==> src/rtl/touch_key_filter_pkg.sv <==
// Shared definitions for the touch key conditioning path: FSM state encodings
// and the default debounce/long-press windows for a 50 MHz sys_clk.
package touch_key_filter_pkg;

    localparam int DEB_CNT_DEF  = 1000000;   // 20 ms
    localparam int LONG_CNT_DEF = 50000000;  // 1 s

    typedef enum logic [1:0] {
        ST_IDLE      = 2'd0,
        ST_PRESS_DEB = 2'd1,
        ST_PRESSED   = 2'd2,
        ST_REL_DEB   = 2'd3
    } state_e;

endpackage

==> src/rtl/sync_2ff.sv <==
// Generic 1-bit two-flop synchronizer for asynchronous pad inputs; 2-cycle
// latency, synchronous active-low reset clears both stages.
module sync_2ff (
    input  logic clk_i,
    input  logic rst_n_i,
    input  logic d_i,
    output logic q_o
);

    logic d0_q;
    logic d1_q;

    always_ff @(posedge clk_i) begin
        if (!rst_n_i) begin
            d0_q <= 1'b0;
            d1_q <= 1'b0;
        end else begin
            d0_q <= d_i;
            d1_q <= d0_q;
        end
    end

    assign q_o = d1_q;

endmodule

==> src/rtl/touch_key_filter.sv <==
// Touch key debounce: clean level plus registered press/release pulses, and a
// long-press pulse when built with TOUCH_KEY_LONG_PRESS_EN (otherwise key_long=0).
module touch_key_filter
    import touch_key_filter_pkg::*;
#(
    parameter int DEB_CNT  = DEB_CNT_DEF,
    parameter int LONG_CNT = LONG_CNT_DEF
) (
    input  logic sys_clk,
    input  logic sys_rst_n,
    input  logic touch_key,
    output logic key_level,
    output logic key_press,
    output logic key_release,
    output logic key_long
);

    localparam int            DW       = $clog2(DEB_CNT);
    localparam logic [DW-1:0] DEB_LAST = DW'(DEB_CNT - 1);

    logic          key_s;
    state_e        state_q, state_d;
    logic [DW-1:0] deb_cnt_q, deb_cnt_d;
    logic          level_q, level_d;
    logic          press_q, press_d;
    logic          release_q, release_d;

    sync_2ff u_sync (
        .clk_i   (sys_clk),
        .rst_n_i (sys_rst_n),
        .d_i     (touch_key),
        .q_o     (key_s)
    );

    // A change of key_s is checked before the window end so it always wins.
    always_comb begin
        state_d   = state_q;
        deb_cnt_d = deb_cnt_q;
        level_d   = level_q;
        press_d   = 1'b0;
        release_d = 1'b0;
        case (state_q)
            ST_IDLE: begin
                if (key_s) begin
                    state_d   = ST_PRESS_DEB;
                    deb_cnt_d = '0;
                end
            end
            ST_PRESS_DEB: begin
                if (!key_s) begin
                    state_d   = ST_IDLE;
                    deb_cnt_d = '0;
                end else if (deb_cnt_q == DEB_LAST) begin
                    state_d   = ST_PRESSED;
                    deb_cnt_d = '0;
                    press_d   = 1'b1;
                    level_d   = 1'b1;
                end else begin
                    deb_cnt_d = deb_cnt_q + 1'b1;
                end
            end
            ST_PRESSED: begin
                if (!key_s) begin
                    state_d   = ST_REL_DEB;
                    deb_cnt_d = '0;
                end
            end
            ST_REL_DEB: begin
                if (key_s) begin
                    state_d   = ST_PRESSED;
                    deb_cnt_d = '0;
                end else if (deb_cnt_q == DEB_LAST) begin
                    state_d   = ST_IDLE;
                    deb_cnt_d = '0;
                    release_d = 1'b1;
                    level_d   = 1'b0;
                end else begin
                    deb_cnt_d = deb_cnt_q + 1'b1;
                end
            end
            default: begin
                state_d   = ST_IDLE;
                deb_cnt_d = '0;
                level_d   = 1'b0;
            end
        endcase
    end

    always_ff @(posedge sys_clk) begin
        if (!sys_rst_n) begin
            state_q   <= ST_IDLE;
            deb_cnt_q <= '0;
            level_q   <= 1'b0;
            press_q   <= 1'b0;
            release_q <= 1'b0;
        end else begin
            state_q   <= state_d;
            deb_cnt_q <= deb_cnt_d;
            level_q   <= level_d;
            press_q   <= press_d;
            release_q <= release_d;
        end
    end

    assign key_level   = level_q;
    assign key_press   = press_q;
    assign key_release = release_q;

`ifdef TOUCH_KEY_LONG_PRESS_EN
    localparam int            LW        = $clog2(LONG_CNT);
    localparam logic [LW-1:0] LONG_LAST = LW'(LONG_CNT - 1);
    localparam logic [LW-1:0] LONG_PRE  = LW'(LONG_CNT - 2);

    logic [LW-1:0] long_cnt_q, long_cnt_d;
    logic          long_q, long_d;

    // Saturating at LONG_LAST is what stops a second pulse within one hold.
    always_comb begin
        long_cnt_d = long_cnt_q;
        long_d     = 1'b0;
        if (state_q == ST_IDLE) begin
            long_cnt_d = '0;
        end else if ((state_q == ST_PRESSED || state_q == ST_REL_DEB) &&
                     (long_cnt_q != LONG_LAST)) begin
            long_cnt_d = long_cnt_q + 1'b1;
            long_d     = (long_cnt_q == LONG_PRE);
        end
    end

    always_ff @(posedge sys_clk) begin
        if (!sys_rst_n) begin
            long_cnt_q <= '0;
            long_q     <= 1'b0;
        end else begin
            long_cnt_q <= long_cnt_d;
            long_q     <= long_d;
        end
    end

    assign key_long = long_q;
`else
    assign key_long = 1'b0;
`endif

endmodule

==> config.mk <==
export PLATFORM = sky130hd
export DESIGN_NAME = touch_key_filter
export DESIGN_NICKNAME = d
export VERILOG_FILES = /design/src/rtl/touch_key_filter_pkg.sv /design/src/rtl/sync_2ff.sv /design/src/rtl/touch_key_filter.sv
export SDC_FILE = /design/constraint.sdc
export NUM_CORES = 1
export LEC_CHECK = 0
export ABC_AREA = 1
export BUFFER_PORTS_ARGS = -buffer_cell sky130_fd_sc_hd__buf_2
export CAP_MARGIN = 30
export CORE_MARGIN = 2
export CORE_UTILIZATION = 55
export CTS_BUF_LIST = sky130_fd_sc_hd__clkbuf_8
export DETAILED_ROUTE_END_ITERATION = 6
export PLACE_DENSITY = 0.81
export SYNTH_ARGS = -nofsm -noshare
export SYNTH_HDL_FRONTEND = slang
export SYNTH_SLANG_ARGS = --single-unit
==> constraint.sdc <==
create_clock -name sys_clk -period 2.8 [get_ports sys_clk]
set_input_delay 0 -clock sys_clk [delete_from_list [all_inputs] [get_ports sys_clk]]
set_output_delay 0 -clock sys_clk [all_outputs]
set_load 0.01 [all_outputs]
# Yosys cells after proc, flatten, opt, wreduce, memory -nomap -nowiden
# Cells that the tools add are included.
# classes
add_sub_neg	1
n_eq_ne	12
n_mux	19
bitwise	2
reduce_logical	7
# ops
operator	n
20-bit two-way mux	5
20-bit case mux with 4 select lines	1
20-bit by 1-bit adder with 20-bit output, second input constant	1
20-bit equality test, second input constant	1
2-bit two-way mux	6
2-bit != test, second input constant	4
2-bit case mux with 4 select lines	1
1-bit two-way mux	5
5-bit AND reduction	1
2-bit equality test, second input constant	2
2-bit by 1-bit != test with 1-bit output, second input constant	2
4-bit AND reduction	1
3-bit by 2-bit != test with 1-bit output, second input constant	1
3-bit != test, second input constant	1
3-bit AND reduction	1
3-bit OR reduction	1
2-bit by 1-bit equality test with 1-bit output, second input constant	1
2-bit logical NOT	1
1-bit inverter	2
1-bit case mux with 2 select lines	1
2-bit AND reduction	1
2-bit nonzero test	1
# totals
regBits	27
in_bits	3
out_inout_bits	4
elab_cells	48

# Logic depth before layout (Yosys ltp)
# Gate-level depths: netlist of run 1.
# depth
word_depth	4
depth_mapped	9
ltp_nobuf	9

# Cells and area by module
# From an unflattened synthesis of run 1, not the netlist that was laid out.
# unflattened
cells_unflattened	245
area_unflattened_um2	1561.5
# by_module_without_submodules
mod	n_inst	cells_each	area_per_inst_um2
touch_key_filter	1	239	1506.4
sync_2ff	1	6	55.1

# Worst setup path before layout of run 1
# Ideal clock, no wire load.
# synth_path
path_type	flip-flop to flip-flop
from	register deb_cnt_q[1]
to	register deb_cnt_q[3]
setup_ns	0.123
arrival_time_ns	1.364
required_time_ns	2.677
setup_slack_ns	1.313
stages_incl_launch_ff	9
period_less_slack_ns	1.487
cell_sequence	dfxtp_1 ha_1 nand2_2 nor3_4 nand3_2 nand2_4 nand2_4 nand2_8 nor3_2
# synth_via
elab_chain_len	4
# synth_lines
element	line	rtl
start, declared	touch_key_filter.sv:23	logic [DW-1:0] deb_cnt_q, deb_cnt_d;
start signal, assigned	touch_key_filter.sv:98	deb_cnt_q <= deb_cnt_d;
20-bit by 1-bit adder with 20-bit output or 20-bit equality test (tied branches)	-	
20-bit two-way mux *	touch_key_filter.sv:53, touch_key_filter.sv:72	
20-bit two-way mux (on tied branches)	touch_key_filter.sv:69, touch_key_filter.sv:50	
20-bit case mux with 4 select lines *	touch_key_filter.sv:42	case (state_q)
# Every way passes the cells marked *; elsewhere a longest branch is shown, timed or not.
# A chain may end at the register's enable or synchronous reset.

# Worst setup path after layout of run 1
# layout_path
from	register deb_cnt_q[1]
to	register deb_cnt_q[5]
# Same word-level chain as after synthesis.

==> results.cfg, run 1 <==
[outcome]
status = finished, final reports clean

[drt]
route.vias.total = 1420
wl_per_cell_um = 13.0
wl_um = 3380
first_iter_violations = 55
drt_first_pass_iters = 4
via_per_inst = 5.46
route.detailed.drc = 0
detail-route-antenna-nets = 0

[critical_path]
reg2regPathDepth = 8
crit-reg2reg-launch = deb_cnt_q[1]
cpMostUsedCell = nand2_4
crit_type = reg2reg
endpoint_kind = register
startpoint_type = register
path_cells = ha_1, nand2_2, nor3_4, nand3_2, nand2_4, nand2_4, nand2_8, nor3_2
rrSetupSlack_ns = 1.10
cp_slowest_stage_delay_ns = 0.38
rr_endpoint = deb_cnt_q[5]
crit_arrival_ns = 1.87
worst_path_max_delay_cell = dfxtp_1
cp_max_fo = 9
crit_start = deb_cnt_q[1]
worst-endpoint-required_ns = 2.97

[sta]
fin_crit_sh_pct = 60.7
setup_viol = 0
fin_crit_ns = 1.70
fmax_mhz = 588
slew_viol_final = 0
finalHoldViolCount = 0
finClkSkew_ns = 0.00244
finalSetupTns_ns = 0
rsz0062_at_grt = no

[flow_run]
cap_violations = 0

[clock_network]
insertion_delay_ns = 0.28
ctsResizeCount = 0
cts_tree = done
htreeDepth = 1
clk_pin_slew_worst_paths_ns = 0.09
root_buffer = clkbuf_8
cts_hold_buf = 1
clock-sinks = 27
cts_setup_buffers = 0
tritoncts.num_buffers = 3
clockBufferDepth = 2

[synth]
synth_area_leader_cell = dfxtp_1
synth_edf_count = 0
syn_nets = 227
synth.ff_latch_count = 27
synthFlopType = dfxtp_1
seq_area_frac_synth_pct = 35.6
synth_top_area_share_pct = 35.6
synth-async-reset-ratio_pct = 0
synth_cell_types = 35
synthTopCellsByArea = dfxtp_1 (36%), nand2_1 (14%), nor2_1 (7.4%), inv_1 (6.4%), nand3_1 (5.3%)
yosys_warnings = 0
avgSynthCellArea_um2 = 6.80
synthCells = 223
netlist_area_mm2 = 0.00152

[floorplan]
ios = 7
fp.dieW_um = 56.5
initial_core_util_pct = 56.5
core_mm2 = 0.00269
dieArea_mm2 = 0.00319
row_count = 19
die_h_um = 56.5

[pwr]
swShare_pct = 23.6
pwr-share-clk_pct = 34.8
power_frac_comb_pct = 5.4
p_per_area_mw_per_mm2 = 400
p_sw_mw = 0.152
p_seq_share_pct = 59.8
vdd_drop_max_uv = 331
p_leak_nw = 0.657
p_int_mw = 0.494

[grt]
antenna_found_initial = 0
grt_pass1_wl_um = 5730
grt_pass1_vias = 1313
grt_max_degree = 17
globalRouteTotalUtil_pct = 22.8
overflow = 0

[hold_path]
hold_path_end = u_sync.d0_q
min_from = sys_rst_n
hp-class = in2reg
holdPathStages = 3

[placement]
gp_congestion = 0.960
io_buffer_count = 5
hpwlAfterDp_um = 2530
place_inst = 255

[layout]
final_common_cell = nand2_1
num_antenna_cells = 0
area.growth.synth_to_final_pct = 6.52
nets = 234
drive_gt1_share_pct = 13.5
final_cell_mix = nand2_1 (55), nor2_1 (30), dfxtp_1 (27)
instances_no_fill = 260
-- cells in the mapped netlist (all sizes together), types with 2 or more instances --
cell type / n
nand2: 59
nor2: 36
dfxtp: 27
inv: 27
nand3: 18
nor3: 14
a21oi: 12
nand4: 7
o21ai: 5
and3: 3
a21o: 2
buf: 2
clkbuf: 2
xor2: 2
-- area by class of cell --
type | instances | area, um2
timing repair buffer | 6 | 35.0
sequential | 27 | 541
clock buffer | 3 | 41.3
inverter | 28 | 105
tap | 31 | 38.8
fill | 253 | 1070
multi-input combinational | 164 | 850
clock inverter | 1 | 5.00
-- worst max path at each step --
stage                   endpoint  cells past startpoint
finish              deb_cnt_q[5]                      8
global route        deb_cnt_q[3]                      8
CTS                 deb_cnt_q[5]                      8
detailed placement  deb_cnt_q[5]                      8
global placement    deb_cnt_q[5]                      8
floorplan           deb_cnt_q[3]                      8
-- critical path, delay by kind of cell (launching register included) --
kind | cells | cell delay (ns)
adder cells (fa/ha/maj) | 1 | 0.23
flip-flops | 1 | 0.38
AND/OR/NAND/NOR | 7 | 0.97
-- metrics by stage --
| stage | area (um2) | util [%] | setup WS (ns) | hold WS (ns) | power [mW] |
|---|---|---|---|---|---|
| CTS | 1620 | 60.1 | 1.13 | 0.100 | 0.651 |
| detailed placement | 1560 | 58.0 | 1.14 | 0.188 | 0.429 |
| floorplan | 1520 | - | 1.31 | 0.0976 | 0.423 |
| global placement | 1560 | 58.0 | 1.20 | 0.187 | 0.428 |
| finish | 1620 | 60.1 | 1.10 | 0.106 | 0.647 |
| global route | 1620 | 60.1 | 0.963 | 0.132 | 0.668 |
-- power groups by stage --
stage	Combinational, mW	Sequential, mW	Clock [mW]
final	0.0347	0.387	0.225
after global routing	0.0377	0.387	0.243
after detailed placement	0.0328	0.396	0
after floorplan	0.0275	0.396	0
after CTS	0.0339	0.387	0.230
after global placement	0.0324	0.396	0
-- cells by family after synthesis --
family / share of synthesized area [%]
compound gates: 7.92
xor+xnor: 1.16
fa+ha+maj: 0.825
buf+inv: 8.33
flops: 35.6
other cells: 0.247
simple gates: 45.9
-- sequential cells by signal (all words and copies together) (netlist names), named ones only --
register and cells:
u_sync.q_o 1, key_release 1, u_sync.d0_q 1, key_level 1, state_q 1, key_press 1
deb_cnt_q 20
-- per-layer routing --
| metal | track usage [%] | routed length, um | part of all wire (%) | vias to the layer above |
|---|---|---|---|---|
| li1 | - | - | - | 726 |
| met2 | 37.7 | 1600 | 47 | 33 |
| met4 | 9.18 | 58 | 1.7 | 0 |
| met5 | 0 | 0 | 0 | - |
| met1 | 29.6 | 1610 | 48 | 654 |
| met3 | 3.46 | 116 | 3.4 | 7 |
No activity file was read; power rests on OpenSTA's default activity.
==> inputs of run 2 (changes only) <==
==> constraint.sdc (replaced) <==
create_clock -name sys_clk -period 1.65 [get_ports sys_clk]
set_input_delay 0 -clock sys_clk [delete_from_list [all_inputs] [get_ports sys_clk]]
set_output_delay 0 -clock sys_clk [all_outputs]
set_load 0.01 [all_outputs]
==> run 2 against run 1 <==
Against the previous run: core utilization up 4.1 points; power up 72%; sequential power grew 70%; largest power group unchanged; highest routed layer unchanged.
==> results.cfg, run 2 (synthesis results as in run 1) <==
[drt]
route.detailed.drc = 0
detail-route-antenna-nets = 0
route.vias.total = 1483
drt_first_pass_iters = 4
wl_um = 3560
wl_per_cell_um = 13.2
first_iter_violations = 47
via_per_inst = 5.49

[critical_path]
crit-reg2reg-launch = deb_cnt_q[0]
rrSetupSlack_ns = 0.08
crit_type = reg2reg
reg2regPathDepth = 8
crit_arrival_ns = 1.75
worst-endpoint-required_ns = 1.83
startpoint_type = register
rr_endpoint = deb_cnt_q[5]
endpoint_kind = register
cp_max_fo = 6

[sta]
setup_viol = 0
fin_crit_ns = 1.57
slew_viol_final = 0
finalHoldViolCount = 0
holdWs_ns = 0.0435
fmax_mhz = 637
finClkSkew_ns = 0.00462
rsz0062_at_grt = yes
fin_crit_sh_pct = 95.1

[layout]
final_common_cell = nand2_1
largest-register = deb_cnt_q
num_antenna_cells = 0
final_cell_mix = nand2_1 (55), nor2_1 (28), inv_1 (27)
nets = 244
area.growth.synth_to_final_pct = 13.8
largest_reg_flops = 20
n_fill_cell = 242
instances_no_fill = 270
drive_gt1_share_pct = 19.2

[flow_run]
cap_violations = 0

[placement]
gp_congestion = 0.951
hpwlAfterDp_um = 2590
place_inst = 263
io_buffer_count = 5

[clock_network]
clock-sinks = 27
clockBufferDepth = 2
insertion_delay_ns = 0.28
root_buffer = clkbuf_8
htreeDepth = 1
clk_pin_slew_worst_paths_ns = 0.09
tritoncts.num_buffers = 3
cts_tree = done

[grt]
use_met2_pct = 38.4
globalRouteTotalUtil_pct = 23.2
grt_pass1_vias = 1369
use_met1_pct = 28.5
busiest_layer = met2
antenna_found_initial = 0
grtUsageMet3_pct = 4.61
grt_pass1_wl_um = 5820
grt_max_degree = 16
overflow = 0

[floorplan]
row_count = 19
dieArea_mm2 = 0.00319
fp.dieW_um = 56.5
core_mm2 = 0.00269
die_h_um = 56.5
ios = 7
initial_core_util_pct = 56.5

[hold_path]
holdPathStages = 3
hold_path_end = deb_cnt_q[15]
hp-class = in2reg
min_from = sys_rst_n

[outcome]
status = finished, final reports clean

[pwr]
p_per_area_mw_per_mm2 = 645
vdd_drop_max_uv = 580
p_leak_nw = 0.711
power_mw = 1.11
-- run 2: metal layers --
| layer | share of wire (%) | vias up |
|---|---|---|
| met1 | 43 | 678 |
| met3 | 4.6 | 10 |
| met2 | 50 | 44 |
| met4 | 2.4 | 0 |
| li1 | - | 751 |
| met5 | 0 | - |
-- run 2: metrics by stage --
step | setup TNS (ns) | util [%] | setup WS [ns] | cell area, um2
2_1_floorplan | 0 | - | 0.163 | 1520
3_3_place_gp | 0 | 60.3 | 0.124 | 1620
3_5_place_dp | 0 | 60.3 | 0.0520 | 1620
4_1_cts | 0 | 62.3 | 0.0399 | 1670
5_1_grt | -0.179 | 64.2 | -0.0701 | 1730
6_report | 0 | 64.2 | 0.0802 | 1730
-- run 2: cell type report --
type	instances	area (um2)	share of cell area, %
sequential	27	543	31.5
clock inverter	1	3.75	0.218
clock buffer	3	41.3	2.39
tap	31	38.8	2.25
inverter	28	109	6.31
timing repair buffer	15	103	5.95
multi-input combinational	165	887	51.4
-- run 2: worst max path at each step --
stage | startpoint | endpoint | cells past startpoint
after floorplan | deb_cnt_q[1] | deb_cnt_q[3] | 8
after global placement | deb_cnt_q[0] | deb_cnt_q[5] | 8
after detailed placement | deb_cnt_q[0] | deb_cnt_q[3] | 8
after CTS | deb_cnt_q[0] | deb_cnt_q[5] | 8
after global routing | register | deb_cnt_q[7] | 9
final | deb_cnt_q[0] | deb_cnt_q[5] | 8
-- run 2: power by group --
part	total (mW)	leakage, nW	switching [mW]	internal [mW]
sequential	0.656	0.219	0.00198	0.654
clock	0.385	0.0269	0.217	0.168
combinational	0.0716	0.465	0.0495	0.0221
-- run 2: critical path: stages, from the launching register on --
cell     delay [ns]
dfxtp_2        0.38
ha_4           0.16
nand2_2        0.07
nor3_4         0.28
nand3_2        0.17
nand2_4        0.16
nand2_8        0.09
nand2_8        0.10
nor3_2         0.04
-- run 2: what timing repair did --
action	in CTS	in global routing
hold endpoints to repair	1	0
endpoints found under the setup margin	0	17
gates resized for setup	0	8
setup buffers	0	1
hold buffers	1	0
==> inputs of run 3 (changes only) <==
--- a/config.mk
+++ b/config.mk
@@ -8,11 +8,12 @@
 export ABC_AREA = 1
 export BUFFER_PORTS_ARGS = -buffer_cell sky130_fd_sc_hd__buf_2
 export CAP_MARGIN = 30
-export CORE_MARGIN = 2
+export CORE_MARGIN = 5
 export CORE_UTILIZATION = 55
 export CTS_BUF_LIST = sky130_fd_sc_hd__clkbuf_8
 export DETAILED_ROUTE_END_ITERATION = 6
 export PLACE_DENSITY = 0.81
+export REMOVE_ABC_BUFFERS = 1
 export SYNTH_ARGS = -nofsm -noshare
 export SYNTH_HDL_FRONTEND = slang
 export SYNTH_SLANG_ARGS = --single-unit
==> run 3 against run 2 <==
Against the previous run: critical path depth rose by 1; flip-flop and latch count did not move; clock skew fell by 0.0019 ns; non-clock buffer count rose by 2; highest routed layer unchanged; combinational power rose by 8.8%; cell area rose by 3.6%; routed wire length fell by 1.1%; critical path type unchanged.
==> results.cfg, run 3 (synthesis results as in run 1) <==
[floorplan]
ios = 7
row_count = 19
fp.dieW_um = 62.5
dieArea_mm2 = 0.00391
core_mm2 = 0.00271
initial_core_util_pct = 56.0
die_h_um = 62.5

[drt]
wl_per_cell_um = 13.0
wl_met1_um = 1580
detail-route-antenna-nets = 0
route.detailed.drc = 0
topRoutingLayerUsed = met4
wl_met2_um = 1670
first_iter_violations = 95
route.vias.total = 1488
dr_wl_met3_um = 196
via_per_inst = 5.47
wl_um = 3520
drt_first_pass_iters = 4

[pwr]
p_leak_nw = 0.748
p_per_area_mw_per_mm2 = 617
vdd_drop_max_uv = 475

[sta]
fmax_mhz = 647
finalSetupTns_ns = 0
finClkSkew_ns = 0.00276
layout_setup_ws_ns = 0.105
holdWs_ns = 0.134
slew_viol_final = 0
setup_viol = 0
fin_crit_ns = 1.54
finalHoldViolCount = 0
fin_crit_sh_pct = 93.6

[critical_path]
startpoint_type = register
endpoint_kind = register
crit_type = reg2reg
worst-endpoint-required_ns = 1.83
rrSetupSlack_ns = 0.11
cp_max_fo = 6
crit_arrival_ns = 1.72

[layout]
multi_input_area_um2 = 922
largest-register = deb_cnt_q
final_common_cell = nand2_1
num_antenna_cells = 0
drive_gt1_share_pct = 19.9
final_util_pct = 66.0
area.sequential_um2 = 543
final_cell_mix = nand2_1 (55), nor2_1 (28), inv_1 (27)
largest_reg_flops = 20
area.growth.synth_to_final_pct = 17.9
nets = 246
n_fill_cell = 226

[clock_network]
tritoncts.num_buffers = 3
root_buffer = clkbuf_8
insertion_delay_ns = 0.27
clk_pin_slew_worst_paths_ns = 0.09
htreeDepth = 1
clockBufferDepth = 2
cts_tree = done
clock-sinks = 27

[placement]
pre_cts_slack_ns = 0.0625
io_buffer_count = 5
gp_congestion = 0.998
hpwlAfterDp_um = 2580

[grt]
grt_max_degree = 17
overflow = 0
antenna_found_initial = 0
grt_pass1_wl_um = 6070
globalRouteTotalUtil_pct = 18.9
grt_pass1_vias = 1382

[outcome]
status = finished, final reports clean

[hold_path]
hp-class = in2reg

[flow_run]
cap_violations = 0
-- run 3: critical path, stage by stage (launching register included) --
cell and delay [ns]:
dfxtp_2 0.36, ha_4 0.15, nand2_2 0.07, nor3_4 0.24, buf_6 0.14, nand3_4 0.10
nand2_8 0.13, nand2_8 0.08, nand2_4 0.11, nor2_2 0.05
-- run 3: path summary, 6_finish.rpt --
| path | startpoint | endpoint | depth (start not counted) |
|---|---|---|---|
| worst max-delay path | deb_cnt_q[0] | deb_cnt_q[16] | 9 |
| worst min-delay path | sys_rst_n | u_sync.d0_q | 3 |
| worst max register to register | deb_cnt_q[0] | deb_cnt_q[16] | 9 |
| worst min register to register | u_sync.d0_q | u_sync.q_o | 2 |
-- run 3: final cells by class --
type                       count  area share, %
clock buffer                   3           2.31
tap                           31           2.17
multi-input combinational    165           51.6
clock inverter                 1          0.210
sequential                    27           30.4
inverter                      28           5.88
timing repair buffer          17           7.49
-- run 3: routing by layer --
metal | vias up | track usage, %
met2 | 44 | 31.0
li1 | 756 | -
met1 | 677 | 23.6
met4 | 0 | 9.55
met3 | 11 | 3.42
met5 | - | 0
-- run 3: timing repair --
| item | 4_1_cts | 5_1_grt |
|---|---|---|
| hold buffers | 1 | 0 |
| gates resized for setup | 0 | 13 |
| buffers inserted | 0 | 4 |
| endpoints found under the hold margin | 1 | 0 |
| endpoints found under the setup margin | 0 | 19 |
-- run 3: report_power, final --
group / total [mW] / internal [mW] / switching, mW / leakage (nW)
clock: 0.369 / 0.167 / 0.202 / 0.0269
sequential: 0.656 / 0.654 / 0.00214 / 0.219
combinational: 0.0779 / 0.0258 / 0.0520 / 0.502
total: 1.10 / 0.847 / 0.256 / 0.748
-- run 3: stage by stage --
| stage | instance area, um2 | instances | total power, mW |
|---|---|---|---|
| after global placement | 1620 | 262 | 0.737 |
| final | 1790 | 272 | 1.10 |
| after global routing | 1790 | 272 | 1.15 |
| after floorplan | 1500 | 219 | 0.709 |
| after detailed placement | 1620 | 262 | 0.739 |
| after CTS | 1680 | 267 | 1.11 |
